**config.mk**
```make
export PLATFORM = sky130hd
export DESIGN_NAME = pipelined_control_unit
export DESIGN_NICKNAME = d
export VERILOG_FILES = /design/src/rtl/pipelined_control_unit.sv
export SDC_FILE = /design/constraint.sdc
export NUM_CORES = 1
export LEC_CHECK = 0
export ABC_AREA = 0
export BUFFER_PORTS_ARGS = -buffer_cell sky130_fd_sc_hd__buf_2
export CELL_PAD_IN_SITES_DETAIL_PLACEMENT = 1
export CELL_PAD_IN_SITES_GLOBAL_PLACEMENT = 2
export CORE_MARGIN = 1
export CORE_UTILIZATION = 33
export DETAILED_ROUTE_END_ITERATION = 16
export PLACE_DENSITY = 0.8
export SKIP_CTS_REPAIR_TIMING = 1
export SLEW_MARGIN = 5
export SYNTH_ARGS = -nofsm -noshare
export SYNTH_HDL_FRONTEND = slang
export SYNTH_SLANG_ARGS = --single-unit
export TNS_END_PERCENT = 50
```
**constraint.sdc**
```tcl
create_clock -name clk -period 3.9 [get_ports clk]
set_input_delay 0.195 -clock clk [delete_from_list [all_inputs] [get_ports clk]]
set_output_delay 0.195 -clock clk [all_outputs]
set_load 0.01 [all_outputs]
```
**src/rtl/pipelined_control_unit.sv**
```systemverilog
// pipelined_control_unit
//   Decodes the ID-stage opcode into a 9-bit control word and carries it
//   through the ID/EX, EX/MEM and MEM/WB registers. It also detects hazards,
//   applies external stalls and branch/jump flushes, and can drive operand
//   forwarding selects.
//   Optional feature macro: FORWARD_EN. When it is defined, EX/MEM and MEM/WB
//   forwarding is enabled and only load-use hazards stall. When it is
//   undefined, fwd_a/fwd_b stay at 00 and any RAW dependence on an ID/EX or
//   EX/MEM producer stalls the ID instruction.
//   Control word: {ResultSrc,MemRead,MemWrite,ALUSrc,ImmSrc[1:0],RegWrite,Branch,Jump}
module pipelined_control_unit #(
    parameter int OPCODE_W = 4,
    parameter int REG_AW   = 4
) (
    input  logic                clk,
    input  logic                rst_n,
    input  logic                id_valid,
    input  logic [OPCODE_W-1:0] id_opcode,
    input  logic [REG_AW-1:0]   id_rs1,
    input  logic [REG_AW-1:0]   id_rs2,
    input  logic [REG_AW-1:0]   id_rd,
    input  logic                stall_ext,
    input  logic                flush,
    output logic                hazard_stall,
    output logic [8:0]          ex_ctrl,
    output logic [REG_AW-1:0]   ex_rd,
    output logic [8:0]          mem_ctrl,
    output logic [REG_AW-1:0]   mem_rd,
    output logic [8:0]          wb_ctrl,
    output logic [REG_AW-1:0]   wb_rd,
    output logic [1:0]          fwd_a,
    output logic [1:0]          fwd_b
);

    localparam logic [8:0] CTRL_NOP = 9'b0000_11_000;
    localparam int BIT_MEMREAD  = 7;
    localparam int BIT_REGWRITE = 2;

    // An opcode with any bit set above bit 3 is not part of the ISA and
    // decodes as NOP. An invalid ID slot also decodes as NOP.
    function automatic logic [8:0] decode(input logic valid,
                                          input logic [OPCODE_W-1:0] op);
        logic [8:0] c;
        c = CTRL_NOP;
        if (valid && ((op >> 4) == '0)) begin
            case (op[3:0])
                4'h0, 4'h1, 4'h2,
                4'h3, 4'h4, 4'h5: c = 9'b0000_11_100;
                4'h6:             c = 9'b0001_10_100;
                4'h7:             c = 9'b1101_01_100;
                4'h8:             c = 9'b0011_01_000;
                4'h9:             c = 9'b0001_01_100;
                4'hA:             c = 9'b0001_00_100;
                4'hB, 4'hC:       c = 9'b0000_01_010;
                4'hD:             c = 9'b0000_00_001;
                default:          c = CTRL_NOP;
            endcase
        end
        return c;
    endfunction

    logic [8:0] id_ctrl;
    logic       ex_prod;
    logic       mem_prod;
    logic       load_use;
    logic       raw_dep;
    logic       flush_live;
    logic       bubble;

`ifdef FORWARD_EN
    logic [REG_AW-1:0] ex_rs1;
    logic [REG_AW-1:0] ex_rs2;
    logic              wb_prod;
`endif

    // Only a RegWrite field with a nonzero rd counts as a producer.
    always_comb begin
        id_ctrl  = decode(id_valid, id_opcode);
        ex_prod  = ex_ctrl[BIT_REGWRITE] && (ex_rd != '0);
        mem_prod = mem_ctrl[BIT_REGWRITE] && (mem_rd != '0);
        load_use = ex_ctrl[BIT_MEMREAD] && (ex_rd != '0) &&
                   ((ex_rd == id_rs1) || (ex_rd == id_rs2));
    end

`ifdef FORWARD_EN
    // Forwarding covers every RAW except a load-use, so nothing else stalls.
    // EX/MEM is the younger producer and wins ties.
    always_comb begin
        raw_dep = 1'b0;
        wb_prod = wb_ctrl[BIT_REGWRITE] && (wb_rd != '0);
        fwd_a   = 2'b00;
        fwd_b   = 2'b00;
        if (mem_prod && (mem_rd == ex_rs1))     fwd_a = 2'b10;
        else if (wb_prod && (wb_rd == ex_rs1))  fwd_a = 2'b01;
        if (mem_prod && (mem_rd == ex_rs2))     fwd_b = 2'b10;
        else if (wb_prod && (wb_rd == ex_rs2))  fwd_b = 2'b01;
    end
`else
    // Without forwarding, the ID instruction waits until its producers reach WB.
    always_comb begin
        fwd_a   = 2'b00;
        fwd_b   = 2'b00;
        raw_dep = ((id_rs1 != '0) &&
                   ((ex_prod && (ex_rd == id_rs1)) || (mem_prod && (mem_rd == id_rs1)))) ||
                  ((id_rs2 != '0) &&
                   ((ex_prod && (ex_rd == id_rs2)) || (mem_prod && (mem_rd == id_rs2))));
    end
`endif

    // A flush that arrives during an external stall is ignored, because the
    // source keeps holding it. A live flush kills the ID instruction, so that
    // instruction can never cause a stall.
    always_comb begin
        flush_live   = flush && !stall_ext;
        hazard_stall = id_valid && !flush_live && (load_use || raw_dep);
        bubble       = flush_live || hazard_stall;
    end

    // Pipeline registers: hold everything on stall_ext, otherwise advance and
    // insert a NOP into ID/EX on a flush or a hazard.
    always_ff @(posedge clk or negedge rst_n) begin
        if (!rst_n) begin
            ex_ctrl  <= CTRL_NOP;
            ex_rd    <= '0;
            mem_ctrl <= CTRL_NOP;
            mem_rd   <= '0;
            wb_ctrl  <= CTRL_NOP;
            wb_rd    <= '0;
`ifdef FORWARD_EN
            ex_rs1   <= '0;
            ex_rs2   <= '0;
`endif
        end else if (!stall_ext) begin
            mem_ctrl <= ex_ctrl;
            mem_rd   <= ex_rd;
            wb_ctrl  <= mem_ctrl;
            wb_rd    <= mem_rd;
            if (bubble || !id_valid) begin
                ex_ctrl <= CTRL_NOP;
                ex_rd   <= '0;
`ifdef FORWARD_EN
                ex_rs1  <= '0;
                ex_rs2  <= '0;
`endif
            end else begin
                ex_ctrl <= id_ctrl;
                ex_rd   <= id_rd;
`ifdef FORWARD_EN
                ex_rs1  <= id_rs1;
                ex_rs2  <= id_rs2;
`endif
            end
        end
    end

    wire unused_ok = ex_prod;

endmodule

```
==> results.ini <==
[run_status]
status = finished with violations
violations = hold timing

[floorplanning]
initial_core_util = 0.344
die_area_mm2 = 0.00566
core_mm2 = 0.00514
die_w_um = 75.2
num_io_pins = 65
die_y_um = 75.2
rows = 26

[timing]
setup_viol = 0
finalHoldViolCount = 12
holdWs_ns = -0.00851
finalCriticalPeriod_ns = 2.38
clock.fmax_mhz = 420
fin_setup_tns_ns = 0
tightest_slew_ns = 0.797
slew_headroom = 0.469
slew_violations = 0
final.period_utilization = 0.611
skew_ns = 0.00463
grt_setup_unrepaired = no
fin_ws_ns = 1.52

[yosys]
syn_inst = 140
synth_top_area_frac = 0.424
async_flop_share = 1.00
synth_top_area_cell = dfrtp_1
mappedNetlistArea_mm2 = 0.00177
synth_seq_cells = 36
synth-warning-count = 0
ys_types = 27
avgSynthCellArea_um2 = 12.6
synth_flop_cell = dfrtp_1
synth-edff-count = 0
synthTopCellsByArea = dfrtp_1, mux2_2, dfstp_2
seq_area_frac_synth = 0.513

[critical_path]
critPathMaxFanout = 13
reg2regPathDepth = 5
cp-start-kind = flip-flop
worstReg2RegEnd = ex_rd[0]$_DFFE_PN0N_
arrival_ns = 2.19
rrSetupSlack_ns = 1.87
worstSetupEndpointType = output pin
path_class = reg -> out
reg2reg_from = ex_rd[2]$_DFFE_PN0N_
cp.required_ns = 3.70

[cts]
clock_path_buffers = 2
cts.clk_slew.worst_paths_ns = 0.07
cts_tree = yes
ctsHtreeMaxLevel = 2
cts.sinks = 36
root_buffer = clkbuf_8
insertion_delay_ns = 0.28
cts-buffers-inserted = 5

[power]
clkPwrFrac = 0.365
pwr-share-comb = 0.148
intPower_w = 0.000650
switchingPower_w = 0.000215
power_frac_seq = 0.487
leakagePower_nw = 1.17
power_density_mw_per_mm2 = 393
swShare = 0.249
peakVddDrop_v = 0.000153

[global_route]
antenna_found_initial = 0
grt_pass1_vias = 1351
grt_pass1_wl_um = 6760
grt_usage = 0.162
grt_overflow_total = 0
grt_max_degree = 41

[drt]
via_count = 1320
ant_nets = 0
drc = 0
first_pass_iters = 4
via_per_inst = 4.91
wirelength_um = 4130
drt-initial-drc-count = 34
wire_per_inst_um = 15.3

[finish]
drive_above_1_share = 0.492
nFillCells = 591
fin_nets = 224
antenna_cells = 0
seqCellArea_um2 = 908
multi_input_area_um2 = 763
final_cells = 269
syn2layout_area_growth_pct = 24.4
layout_commonest_cell = buf_2
mostFrequentLayoutCells = buf_2, dfrtp_1, mux2_2

[hold_path]
hp-class = in -> async

[placement]
dp_slack_ns = 1.80
dp_cells = 261
place.port_buffers = 60
place_hpwl_um = 3100
place.gp.congestion = 0.894

[flow_run]
drv_cap = 0

## metrics by stage
step                      power (W)   util  cell area, um2
after floorplan            0.000499      -            1780
after global placement     0.000551  0.407            2090
after detailed placement   0.000558  0.407            2090
after CTS                  0.000880  0.428            2200
after global routing       0.000914  0.428            2200
final                      0.000865  0.428            2200
## kinds of logic (layout without fill, tap and decap cells)
group,after synthesis,after routing,synth area share
adders and majority gates,5,5,0.0354
and+or+nand+nor,15,15,0.0453
buffers and inverters,20,76,0.0615
AOI/OAI and AO/OA,23,23,0.110
DFF,36,36,0.513
xor gates and xnor gates,16,16,0.0792
other,1,4,0.00212
muxes,24,24,0.153
## worst max-delay path by stage
stage / from / endpoint / cells after the start
final: ex_rd[2]$_DFFE_PN0N_ / hazard_stall / 6
after global placement: ex_rd[2]$_DFFE_PN0N_ / hazard_stall / 6
after detailed placement: ex_rd[2]$_DFFE_PN0N_ / hazard_stall / 6
after CTS: ex_rd[2]$_DFFE_PN0N_ / hazard_stall / 6
after floorplan: ex_rd[2]$_DFFE_PN0N_ / hazard_stall / 6
after global routing: ex_rd[2]$_DFFE_PN0N_ / hazard_stall / 6
## metal layers
metal	vias to the layer above	wire (um)	global-route usage
met2	50	1890	0.262
met1	658	1930	0.217
li1	606	-	-
met4	0	46	0.0494
met3	6	262	0.0375
met5	-	0	0
## critical path, cell delays in order (launching register included)
cell and delay [ns]:
dfrtp_1 0.46, xor2_1 0.21, nor4_1 0.30, a41oi_1 0.07
o32a_1 0.55, nor2_1 0.17, buf_2 0.15
## power groups by stage
| stage | Sequential [W] | Combinational [W] | Clock [W] |
|---|---|---|---|
| 2_1_floorplan | 0.000435 | 0.0000641 | 0 |
| 3_3_place_gp | 0.000426 | 0.000125 | 0 |
| 3_5_place_dp | 0.000428 | 0.000130 | 0 |
| 4_1_cts | 0.000422 | 0.000130 | 0.000329 |
| 5_1_grt | 0.000426 | 0.000143 | 0.000346 |
| 6_report | 0.000421 | 0.000128 | 0.000316 |
## synthesized netlist by cell type (4+ instances only)
cell      n
a22o_1    4
a32o_1    8
buf_4     7
dfrtp_1  30
dfstp_2   6
ha_1      5
inv_1     7
mux2_2   24
o21ai_0   4
xnor2_1   8
xor2_1    8
## registers in the layout (all words and copies together) (netlist names)
name and flops:
ex_ctrl 8, mem_ctrl 8, wb_ctrl 8, ex_rd 4
mem_rd 4, wb_rd 4
## area by class of cell
| cell class | instances | area share |
|---|---|---|
| Sequential cell | 36 | 0.413 |
| Multi-Input combinational cell | 87 | 0.347 |
| Timing Repair Buffer | 61 | 0.140 |
| Tap cell | 70 | 0.0398 |
| Clock buffer | 6 | 0.0330 |
| Clock inverter | 2 | 0.0159 |
| Inverter | 7 | 0.0119 |
No activity file was read; power rests on OpenSTA's default activity.
